$ cat src/rtl/car_traffic_controller_if.sv
// Bundles the control inputs and the lane/level/moving outputs of the traffic
// controller. The player/score logic is the master; the controller is the slave.
interface car_traffic_controller_if;
    logic       LEVEL_UP;
    logic       HIT;
    logic       PAUSE;
    logic [9:0] car_x1;
    logic [9:0] car_x2;
    logic [9:0] car_x3;
    logic [9:0] car_x4;
    logic [9:0] car_x5;
    logic [9:0] car_x6;
    logic [3:0] level;
    logic       moving;

    modport master (
        output LEVEL_UP,
        output HIT,
        output PAUSE,
        input  car_x1,
        input  car_x2,
        input  car_x3,
        input  car_x4,
        input  car_x5,
        input  car_x6,
        input  level,
        input  moving
    );

    modport slave (
        input  LEVEL_UP,
        input  HIT,
        input  PAUSE,
        output car_x1,
        output car_x2,
        output car_x3,
        output car_x4,
        output car_x5,
        output car_x6,
        output level,
        output moving
    );
endinterface

$ cat src/rtl/car_traffic_controller.sv
// Six-lane car position generator. Odd lanes scroll right by STEP, even lanes
// scroll left by 2*STEP, all wrapping modulo H_DISPLAY. A tick counter paces the
// stepping; its period shrinks with the level. A hit freezes traffic for
// HOLD_CYCLES, and PAUSE freezes everything until released.
module car_traffic_controller #(
    parameter int H_DISPLAY    = 640,
    parameter int STEP         = 1,
    parameter int BASE_PERIOD  = 400000,
    parameter int PERIOD_DEC   = 30000,
    parameter int MIN_PERIOD   = 100000,
    parameter int MAX_LEVEL    = 9,
    parameter int HOLD_CYCLES  = 25000000,
    parameter int LANE_SPACING = 96
) (
    input  logic                       CLK,
    input  logic                       RST,
    car_traffic_controller_if.slave    bus
);

    // Fixed-width views of the parameters so every compare is width-matched.
    localparam logic [10:0] H_W      = 11'(H_DISPLAY);
    localparam logic [10:0] D_RIGHT  = 11'(STEP);
    localparam logic [10:0] D_LEFT   = 11'(2 * STEP);
    localparam logic [31:0] BASE_W   = 32'(BASE_PERIOD);
    localparam logic [31:0] DEC_W    = 32'(PERIOD_DEC);
    localparam logic [31:0] MIN_W    = 32'(MIN_PERIOD);
    localparam logic [31:0] HOLD_W   = 32'(HOLD_CYCLES);
    localparam logic [3:0]  MAX_LV   = 4'(MAX_LEVEL);
    localparam int          NUM_LANES = 6;

    typedef enum logic [1:0] {
        ST_RUN    = 2'd0,
        ST_HOLD   = 2'd1,
        ST_PAUSED = 2'd2
    } state_t;

    // Rightward step with wrap; the 11-bit sum cannot overflow for x < H_DISPLAY.
    function automatic logic [9:0] step_right(input logic [9:0] x, input logic [10:0] d);
        logic [10:0] sum;
        logic [10:0] res;
        sum = {1'b0, x} + d;
        if (sum >= H_W) begin
            res = sum - H_W;
        end else begin
            res = sum;
        end
        return res[9:0];
    endfunction

    // Leftward step with wrap; borrow from H_DISPLAY when the lane would go negative.
    function automatic logic [9:0] step_left(input logic [9:0] x, input logic [10:0] d);
        logic [10:0] res;
        if ({1'b0, x} < d) begin
            res = {1'b0, x} + H_W - d;
        end else begin
            res = {1'b0, x} - d;
        end
        return res[9:0];
    endfunction

    state_t      state_q,  state_d;
    logic [31:0] tick_q,   tick_d;
    logic [31:0] hold_q,   hold_d;
    logic [3:0]  level_q,  level_d;
    logic        moving_q, moving_d;
    logic [9:0]  car_x_q [NUM_LANES];
    logic [9:0]  car_x_d [NUM_LANES];

    logic [31:0] dec_total_s;
    logic [31:0] period_raw_s;
    logic [31:0] eff_period_s;
    logic        step_s;

    // Effective tick period from the registered level, floored at MIN_PERIOD and
    // guarded against unsigned underflow when the decrement exceeds the base.
    always_comb begin
        dec_total_s  = 32'({28'd0, level_q}) * DEC_W;
        period_raw_s = 32'd0;
        eff_period_s = MIN_W;
        if (dec_total_s >= BASE_W) begin
            eff_period_s = MIN_W;
        end else begin
            period_raw_s = BASE_W - dec_total_s;
            if (period_raw_s < MIN_W) begin
                eff_period_s = MIN_W;
            end else begin
                eff_period_s = period_raw_s;
            end
        end
    end

    // Next-state logic: FSM transitions, counters, level and lane stepping.
    always_comb begin
        state_d = state_q;
        tick_d  = tick_q;
        hold_d  = hold_q;
        level_d = level_q;
        step_s  = 1'b0;
        for (int k = 0; k < NUM_LANES; k++) begin
            car_x_d[k] = car_x_q[k];
        end

        // Level advances in any state and saturates.
        if (bus.LEVEL_UP) begin
            if (level_q >= MAX_LV) begin
                level_d = MAX_LV;
            end else begin
                level_d = level_q + 4'd1;
            end
        end else begin
            level_d = level_q;
        end

        case (state_q)
            ST_RUN: begin
                if (bus.PAUSE) begin
                    state_d = ST_PAUSED;
                end else if (bus.HIT) begin
                    state_d = ST_HOLD;
                    hold_d  = 32'd0;
                end else begin
                    state_d = ST_RUN;
                    if (tick_q >= eff_period_s - 32'd1) begin
                        tick_d = 32'd0;
                        step_s = 1'b1;
                    end else begin
                        tick_d = tick_q + 32'd1;
                    end
                end
            end
            ST_HOLD: begin
                if (bus.PAUSE) begin
                    state_d = ST_PAUSED;
                end else if (bus.HIT) begin
                    state_d = ST_HOLD;
                    hold_d  = 32'd0;
                end else if (hold_q >= HOLD_W - 32'd1) begin
                    state_d = ST_RUN;
                    hold_d  = 32'd0;
                end else begin
                    state_d = ST_HOLD;
                    hold_d  = hold_q + 32'd1;
                end
            end
            ST_PAUSED: begin
                if (bus.PAUSE) begin
                    state_d = ST_PAUSED;
                end else begin
                    state_d = ST_RUN;
                end
            end
            default: begin
                state_d = ST_RUN;
            end
        endcase

        // Lane index 0,2,4 are cars 1,3,5 (rightward); 1,3,5 are cars 2,4,6 (leftward).
        if (step_s) begin
            for (int k = 0; k < NUM_LANES; k++) begin
                if ((k % 2) == 0) begin
                    car_x_d[k] = step_right(car_x_q[k], D_RIGHT);
                end else begin
                    car_x_d[k] = step_left(car_x_q[k], D_LEFT);
                end
            end
        end else begin
            for (int k = 0; k < NUM_LANES; k++) begin
                car_x_d[k] = car_x_q[k];
            end
        end

        moving_d = (state_d == ST_RUN);
    end

    // All state, counters and outputs registered; RST wins over every input.
    always_ff @(posedge CLK) begin
        if (RST) begin
            state_q  <= ST_RUN;
            tick_q   <= 32'd0;
            hold_q   <= 32'd0;
            level_q  <= 4'd0;
            moving_q <= 1'b1;
            for (int k = 0; k < NUM_LANES; k++) begin
                car_x_q[k] <= 10'(k * LANE_SPACING);
            end
        end else begin
            state_q  <= state_d;
            tick_q   <= tick_d;
            hold_q   <= hold_d;
            level_q  <= level_d;
            moving_q <= moving_d;
            for (int k = 0; k < NUM_LANES; k++) begin
                car_x_q[k] <= car_x_d[k];
            end
        end
    end

    assign bus.car_x1 = car_x_q[0];
    assign bus.car_x2 = car_x_q[1];
    assign bus.car_x3 = car_x_q[2];
    assign bus.car_x4 = car_x_q[3];
    assign bus.car_x5 = car_x_q[4];
    assign bus.car_x6 = car_x_q[5];
    assign bus.level  = level_q;
    assign bus.moving = moving_q;

endmodule

$ cat src/flat_wrapper.sv
// flat-port wrapper written by rule: the top's interface ports become plain ports
module car_traffic_controller_flat 
#(
    parameter int H_DISPLAY    = 640,
    parameter int STEP         = 1,
    parameter int BASE_PERIOD  = 400000,
    parameter int PERIOD_DEC   = 30000,
    parameter int MIN_PERIOD   = 100000,
    parameter int MAX_LEVEL    = 9,
    parameter int HOLD_CYCLES  = 25000000,
    parameter int LANE_SPACING = 96
)
  (CLK, RST, bus_LEVEL_UP, bus_HIT, bus_PAUSE, bus_car_x1, bus_car_x2, bus_car_x3, bus_car_x4, bus_car_x5, bus_car_x6, bus_level, bus_moving);
  car_traffic_controller_if bus_i ();
  input  logic CLK;
  input  logic RST;
  input wire logic [$bits(bus_i.LEVEL_UP)-1:0] bus_LEVEL_UP;
  input wire logic [$bits(bus_i.HIT)-1:0] bus_HIT;
  input wire logic [$bits(bus_i.PAUSE)-1:0] bus_PAUSE;
  output wire logic [$bits(bus_i.car_x1)-1:0] bus_car_x1;
  output wire logic [$bits(bus_i.car_x2)-1:0] bus_car_x2;
  output wire logic [$bits(bus_i.car_x3)-1:0] bus_car_x3;
  output wire logic [$bits(bus_i.car_x4)-1:0] bus_car_x4;
  output wire logic [$bits(bus_i.car_x5)-1:0] bus_car_x5;
  output wire logic [$bits(bus_i.car_x6)-1:0] bus_car_x6;
  output wire logic [$bits(bus_i.level)-1:0] bus_level;
  output wire logic [$bits(bus_i.moving)-1:0] bus_moving;
  assign bus_i.LEVEL_UP = bus_LEVEL_UP;
  assign bus_i.HIT = bus_HIT;
  assign bus_i.PAUSE = bus_PAUSE;
  assign bus_car_x1 = bus_i.car_x1;
  assign bus_car_x2 = bus_i.car_x2;
  assign bus_car_x3 = bus_i.car_x3;
  assign bus_car_x4 = bus_i.car_x4;
  assign bus_car_x5 = bus_i.car_x5;
  assign bus_car_x6 = bus_i.car_x6;
  assign bus_level = bus_i.level;
  assign bus_moving = bus_i.moving;
  car_traffic_controller #(.H_DISPLAY(H_DISPLAY), .STEP(STEP), .BASE_PERIOD(BASE_PERIOD), .PERIOD_DEC(PERIOD_DEC), .MIN_PERIOD(MIN_PERIOD), .MAX_LEVEL(MAX_LEVEL), .HOLD_CYCLES(HOLD_CYCLES), .LANE_SPACING(LANE_SPACING)) u_core (.CLK(CLK), .RST(RST), .bus(bus_i));
endmodule
$ cat config.mk
export PLATFORM = sky130hd
export DESIGN_NAME = car_traffic_controller_flat
export DESIGN_NICKNAME = d
export VERILOG_FILES = /design/src/rtl/car_traffic_controller_if.sv /design/src/rtl/car_traffic_controller.sv /design/src/flat_wrapper.sv
export SDC_FILE = /design/constraint.sdc
export NUM_CORES = 1
export LEC_CHECK = 0
export CAP_MARGIN = 0
export CORE_AREA = 2 2 124 126
export CTS_CLUSTER_DIAMETER = 50
export DETAILED_ROUTE_END_ITERATION = 16
export DIE_AREA = 0 0 126 128
export PLACE_DENSITY = 0.84
export SYNTH_ARGS = -nofsm -noshare
export SYNTH_HDL_FRONTEND = slang
export SYNTH_SLANG_ARGS = --single-unit
$ cat constraint.sdc
create_clock -name CLK -period 8.32 [get_ports CLK]
set_clock_uncertainty 0.1 [all_clocks]
set_input_delay 1.664 -clock CLK [delete_from_list [all_inputs] [get_ports CLK]]
set_output_delay 1.664 -clock CLK [all_outputs]
set_load 0.02 [all_outputs]
==> flow_summary.toml, run 1 <==
[outcome]
outcome = "finished, final reports clean"

[cts]
cts.clk_slew.worst_paths_ps = 60
cts_inserted_buffers = 17
cts.path.max_buffers = 2
clock_latency_ps = 430
cts_setup_buffers = 0
holdBufCountCts = 0
cts-resized-gates = 0
cts_root_buf = "clkbuf_16"
cts.sinks = 128
cts_tree = "yes"
cts-htree-levels = 4

[route]
vias = 7846
routed_wl_um = 19500
wl_per_cell_um = 14.4
drc = 0
drt.antenna.violating_nets = 0
first_iter_violations = 456
vias_per_cell = 5.81
drt_pass1_iterations = 5

[power]
comb_power_share_pct = 10.7
peakVddDrop_mv = 0.139
leakagePower_nw = 4.10
power.switching_mw = 0.402
power.density_nw_per_um2 = 152
seq_power_share_pct = 40.6
switching_share_pct = 26.3
p_int_mw = 1.13
p_clk_share_pct = 48.7

[critical_path]
endpoint_kind = "flop"
critical_path_class = "reg -> reg"
cpMaxStageDelayCell = "dfxtp_1"
worstPathRequired_ps = 8520
worstSetupStartpointType = "flop"
path_common_cell = "ha_1"
max_stage_delay_ps = 520
crit_fanout = 22
worstPathArrival_ps = 7670

[floorplan]
core_sq_um = 14900
die-area_sq_um = 16100
die_x_um = 126
rows = 45
initial_core_util_pct = 58.0
ios = 70
dieHeight_um = 128

[synth]
synth-compound-area-share_pct = 17.8
synth-simple-area-share_pct = 27.1
ys_seq_area_share_pct = 29.7
synth_flop_cell = "dfxtp_1"
avgSynthCellArea_sq_um = 7.93
synth-xor-area-share_pct = 10.5
synth_cell_type_count = 81
yosys_warnings = 0
ys_ff_latch = 128
muxShareOfSynthArea_pct = 0.479
synth_edf_count = 0
synthAdderAreaFrac_pct = 10.8
syn_inst = 1087
async_reset_ff_share_pct = 0
synth_top_family_by_area = "simple AND/OR/NAND/NOR gates"
syn_area_sq_um = 8620

[grt]
grt_overflow_total = 0
grt_pass1_wl_um = 33300
grt_max_degree = 61
grt_usage_pct = 24.7
antenna_found_initial = 0
grt_pass1_vias = 7303

[timing]
max_freq_mhz = 134
period_share_pct = 89.8
setup_viol_count_final = 0
rsz0062_at_grt = "no"
final.min_clock_period_ps = 7470
slew-limit-headroom_pct = 22.0
slew_violations = 0
hold_viol_final = 0
tightestPinTransition_ps = 1170
fin_tns_setup_ps = 0
hold_ws_ps = 368

[layout]
diodes = 0
area_delta_synth_final_pct = 16.4
fin_util_pct = 67.5
nNetsFinal = 1228
nFillCells = 1226
drive_gt1_share_pct = 6.53
final_cell_area_sq_um = 10000

[worst_hold_path]
hp-class = "reg -> reg"

[job]
max_cap_viol_count = 0

[placed_design]
io_buffers = 66
placed_area_sq_um = 9440
gp_congestion = 0.872
hpwl_um = 13700
-- placed cells by master, fill, tap and decap left out, types with 23 or more instances in the layout --
cell type	instances
nor2_1	143
o21ai_0	67
nand2_1	98
ha_1	71
clkdlybuf4s50_1	65
nand3_1	52
and3_1	32
inv_1	30
dfxtp_1	126
xor2_1	50
nand4_1	23
xnor2_1	50
nor3_1	24
a21oi_1	54
-- through the flow --
stage	total power [mW]	setup slack, ps	instances
2_1_floorplan	0.761	1280	1101
3_3_place_gp	0.791	774	1319
3_5_place_dp	0.795	491	1319
4_1_cts	1.53	490	1351
5_1_grt	1.58	82.2	1351
6_report	1.53	851	1351
-- power groups by stage --
stage	clock network [mW]	registers [mW]	logic, mW
6_report	0.743	0.620	0.164
5_1_grt	0.779	0.621	0.183
4_1_cts	0.750	0.620	0.162
3_5_place_dp	0	0.633	0.161
3_3_place_gp	0	0.633	0.158
2_1_floorplan	0	0.633	0.128
-- state kept, by name, summed over array words and instances, names as in the netlist --
signal	count
u_core.bus.moving	1
u_core.state_q	2
u_core.car_x_q	57
u_core.bus.level	4
u_core.hold_q	32
u_core.tick_q	32
-- routing by layer --
metal | global-route usage, % | share of wire [%] | vias to the layer above | wire length [um]
li1 | - | - | 3974 | -
met1 | 31.5 | 47 | 3678 | 9160
met2 | 40.6 | 46 | 163 | 9040
met3 | 6.01 | 4.8 | 31 | 941
met4 | 9.31 | 1.7 | 0 | 339
met5 | 0 | 0 | - | 0
-- worst paths after layout --
path	startpoint	slack [ps]	end	cells past startpoint
hold / removal	u_core.hold_q[24]	370	u_core.hold_q[24]	2
setup reg to reg	u_core.bus.level[3]	850	u_core.car_x_q[0][23]	30
hold reg to reg	u_core.hold_q[24]	370	u_core.hold_q[24]	2
setup / recovery	u_core.bus.level[3]	850	u_core.car_x_q[0][23]	30
-- logic make-up (layout without fill, tap and decap cells) --
logic type               Yosys count  after routing
AND/OR/NAND/NOR                  471            471
XOR/XNOR                         102            102
buffers and inverters             72            134
adder cells (fa/ha/maj)           73             73
multiplexers                       4              4
other                              2             16
AO/OA/AOI/OAI                    235            235
flip-flops                       128            128
-- cell type report --
| cell class | instances | area, sq um | area share, % |
|---|---|---|---|
| repair buffers | 72 | 701 | 6.98 |
| inverters | 30 | 113 | 1.12 |
| well taps | 188 | 235 | 2.34 |
| multi-input cells | 901 | 5840 | 58.1 |
| clock buffers | 18 | 429 | 4.28 |
| clock inverters | 14 | 158 | 1.57 |
| flip-flops and latches | 128 | 2560 | 25.6 |
-- worst max-delay path: cells and delay by family (launching register included) --
family	cells	cell delay (ps)
compound gates	10	2470
xor+xnor	1	150
fa+ha+maj	5	1530
buf+inv	3	510
flops	1	520
simple gates	11	2080
-- synth_stat cells, types with 3 or more instances --
| master | count | area [sq um] |
|---|---|---|
| o21ai_0 | 67 | 335 |
| o22ai_1 | 3 | 18.8 |
| nor3_1 | 24 | 120 |
| a22o_1 | 3 | 26.3 |
| o21a_1 | 9 | 67.6 |
| nor3b_1 | 3 | 22.5 |
| buf_2 | 5 | 25.0 |
| and2_1 | 12 | 75.1 |
| nor4_1 | 13 | 81.3 |
| nor4b_1 | 3 | 26.3 |
| nand4_1 | 23 | 144 |
| ha_1 | 71 | 888 |
| nand2b_1 | 11 | 68.8 |
| a21o_1 | 18 | 135 |
| o31ai_1 | 9 | 67.6 |
| nand2_1 | 98 | 368 |
| o21ai_1 | 7 | 35.0 |
| or2_2 | 6 | 37.5 |
| a31oi_1 | 6 | 37.5 |
| inv_1 | 30 | 113 |
| nand3b_1 | 4 | 30.0 |
| mux2i_1 | 3 | 30.0 |
| or3_1 | 18 | 113 |
| xnor2_1 | 50 | 438 |
| nor2_1 | 143 | 537 |
| dfxtp_1 | 128 | 2560 |
| a21oi_1 | 55 | 275 |
| and4_1 | 5 | 43.8 |
| nor2b_1 | 11 | 68.8 |
| o211ai_1 | 5 | 37.5 |
| a211oi_1 | 10 | 75.1 |
| xor2_1 | 50 | 438 |
| o2111ai_1 | 5 | 43.8 |
| buf_4 | 3 | 22.5 |
| nand3_1 | 52 | 260 |
| clkbuf_1 | 32 | 120 |
| a211o_1 | 3 | 26.3 |
| nor3_2 | 3 | 30.0 |
| and3_1 | 32 | 200 |
(Power assumes the default switching activity.)
==> run 2, diff against run 1 <==
==> constraint.sdc (replaced) <==
create_clock -name CLK -period 8.32 [get_ports CLK]
set_clock_uncertainty 0.1 [all_clocks]
set_input_delay 1.248 -clock CLK [delete_from_list [all_inputs] [get_ports CLK]]
set_output_delay 1.248 -clock CLK [all_outputs]
set_load 0.02 [all_outputs]
==> results of run 2 <==
Same layout as run 1: the final DEF is identical, and so are final timing and power.
==> run 3, diff against run 2 <==
--- a/config.mk
+++ b/config.mk
@@ -6,11 +6,12 @@
 export NUM_CORES = 1
 export LEC_CHECK = 0
 export CAP_MARGIN = 0
-export CORE_AREA = 2 2 124 126
+export CORE_AREA = 2 2 102 154
 export CTS_CLUSTER_DIAMETER = 50
 export DETAILED_ROUTE_END_ITERATION = 16
-export DIE_AREA = 0 0 126 128
-export PLACE_DENSITY = 0.84
+export DIE_AREA = 0 0 104 156
+export GPL_ROUTABILITY_DRIVEN = 0
+export PLACE_DENSITY = 0.83
 export SYNTH_ARGS = -nofsm -noshare
 export SYNTH_HDL_FRONTEND = slang
 export SYNTH_SLANG_ARGS = --single-unit
==> run 3 against run 2 <==
  * Clock power rose by 4.4%
  * First-iteration DRC count fell by 14%
  * Setup slack got worse by 230 ps
  * Sequential power barely moved
  * Largest cell class unchanged
==> flow_summary.toml, run 3 (synthesized netlist as in run 1, its figures left out) <==
[outcome]
outcome = "finished, final reports clean"

[critical_path]
crit_fanout = 24
endpoint_kind = "flop"
reg2reg_slack_ps = 620
reg2regPathDepth = 31
path_common_cell = "ha_1"
critical_path_class = "reg -> reg"
reg2reg_from = "u_core.bus.level[2]"
worstPathArrival_ps = 7950
worstSetupStartpointType = "flop"
cpMaxStageDelayCell = "dfxtp_1"
r2r-end = "u_core.car_x_q[0][16]"
worstPathRequired_ps = 8570
max_stage_delay_ps = 540

[worst_hold_path]
hp-class = "reg -> reg"
hold_start = "u_core.hold_q[24]"
hold_end = "u_core.hold_q[24]"
whs_path_depth = 2

[grt]
grt_max_degree = 61
grt_pass1_vias = 7579
grt_overflow_total = 0
antenna_found_initial = 0
grt_pass1_wl_um = 33800
grt_usage_pct = 24.9

[route]
routed_wl_um = 20200
vias_per_cell = 5.81
first_iter_violations = 390
wl_per_cell_um = 14.8
drt_pass1_iterations = 5
vias = 7910
drt.antenna.violating_nets = 0
drc = 0

[cts]
clock_latency_ps = 420
cts_tree = "yes"
cts-htree-levels = 4
cts.clk_slew.worst_paths_ps = 60
cts_inserted_buffers = 17
cts_root_buf = "clkbuf_16"
cts_setup_buffers = 0
cts.sinks = 128
cts.path.max_buffers = 2

[layout]
nFillCells = 1282
largest_register_ffs = 57
nNetsFinal = 1228
seq_area_sq_um = 2560
final_common_cell = "nor2_1"
layout_common_cells = "nor2_1, dfxtp_1, nand2_1"
final_cell_count_no_fill = 1361
drive_gt1_share_pct = 6.20
regMostFlops = "u_core.car_x_q"
reg_top3 = "u_core.car_x_q: 57 flops, u_core.hold_q: 32 flops, u_core.tick_q: 32 flops"
multi_input_area_sq_um = 5830
area_delta_synth_final_pct = 16.8
diodes = 0

[floorplan]
dieHeight_um = 156
die-area_sq_um = 16200
core_sq_um = 14900
ios = 70
rows = 55
die_x_um = 104
initial_core_util_pct = 58.0

[timing]
tightestPinTransition_ps = 1180
hold_viol_final = 0
setup_viol_count_final = 0
fin_tns_setup_ps = 0
final.min_clock_period_ps = 7700
slew-limit-headroom_pct = 21.1
max_freq_mhz = 130
period_share_pct = 92.5
slew_violations = 0

[job]
max_cap_viol_count = 0

[power]
leakagePower_nw = 4.12
total_power_mw = 1.56
power.density_nw_per_um2 = 155
peakVddDrop_mv = 0.128

[placed_design]
hpwl_um = 14300
io_buffers = 66
dpl.cell_count = 1330
==> run 3: changes by cell type in the layout (fill, tap and decap cells not counted), sizes merged <==
cell      previous run  this run
clkinvlp             3         2
inv                 34        30
clkbuf              18        20
bufinv               2         4
==> run 3: power by group <==
group | total (mW) | internal [mW] | leakage (nW) | switching [mW]
clock | 0.776 | 0.505 | 0.296 | 0.271
sequential | 0.621 | 0.616 | 1.03 | 0.00508
combinational | 0.168 | 0.0646 | 2.79 | 0.104
==> run 3: what timing repair did <==
action	CTS	global route
hold buffers	0	0
setup endpoints to repair	0	24
gates resized for setup	0	3
==> run 3: critical path, delay by kind of cell (launching register included) <==
family,cells,cell delay [ps]
AND/OR/NAND/NOR,11,2180
AO/OA/AOI/OAI,12,2780
buffers and inverters,3,490
adder cells (fa/ha/maj),5,1540
flip-flops,1,540
==> run 3: through the flow <==
| step | setup slack, ps | area [sq um] | utilization, % | hold WS, ps |
|---|---|---|---|---|
| after CTS | 435 | 10100 | 67.7 | 345 |
| final | 620 | 10100 | 67.7 | 348 |
| after detailed placement | 521 | 9450 | 63.6 | 337 |
| after global placement | 746 | 9450 | 63.6 | 329 |
| after global routing | -6.67 | 10100 | 67.7 | 375 |
| after floorplan | 1280 | 8670 | - | 316 |
==> run 3: how the worst max path moves through the flow <==
stage	endpoint	slack (ps)	cells after the start	startpoint
finish	u_core.car_x_q[0][16]	620	31	u_core.bus.level[2]
global route	u_core.car_x_q[0][39]	-7	31	u_core.bus.level[2]
CTS	u_core.car_x_q[0][16]	430	31	u_core.bus.level[1]
detailed placement	u_core.car_x_q[0][16]	520	31	u_core.bus.level[1]
global placement	u_core.car_x_q[0][16]	750	31	u_core.bus.level[1]
floorplan	u_core.car_x_q[0][16]	1280	32	u_core.bus.level[1]
==> run 3: per-layer routing <==
metal	up-vias	GRT usage, %	wire length (um)
met5	-	0	0
met4	0	10.4	515
met3	37	4.97	682
met2	137	47.5	10700
met1	3759	26.4	8260
li1	3977	-	-
==> run 3: layout make-up <==
| cell class | instances | share of cell area, % |
|---|---|---|
| well taps | 199 | 2.47 |
| clock buffers | 20 | 4.44 |
| inverters | 30 | 1.12 |
| multi-input cells | 901 | 57.9 |
| repair buffers | 72 | 6.96 |
| clock inverters | 11 | 1.63 |
| flip-flops and latches | 128 | 25.5 |
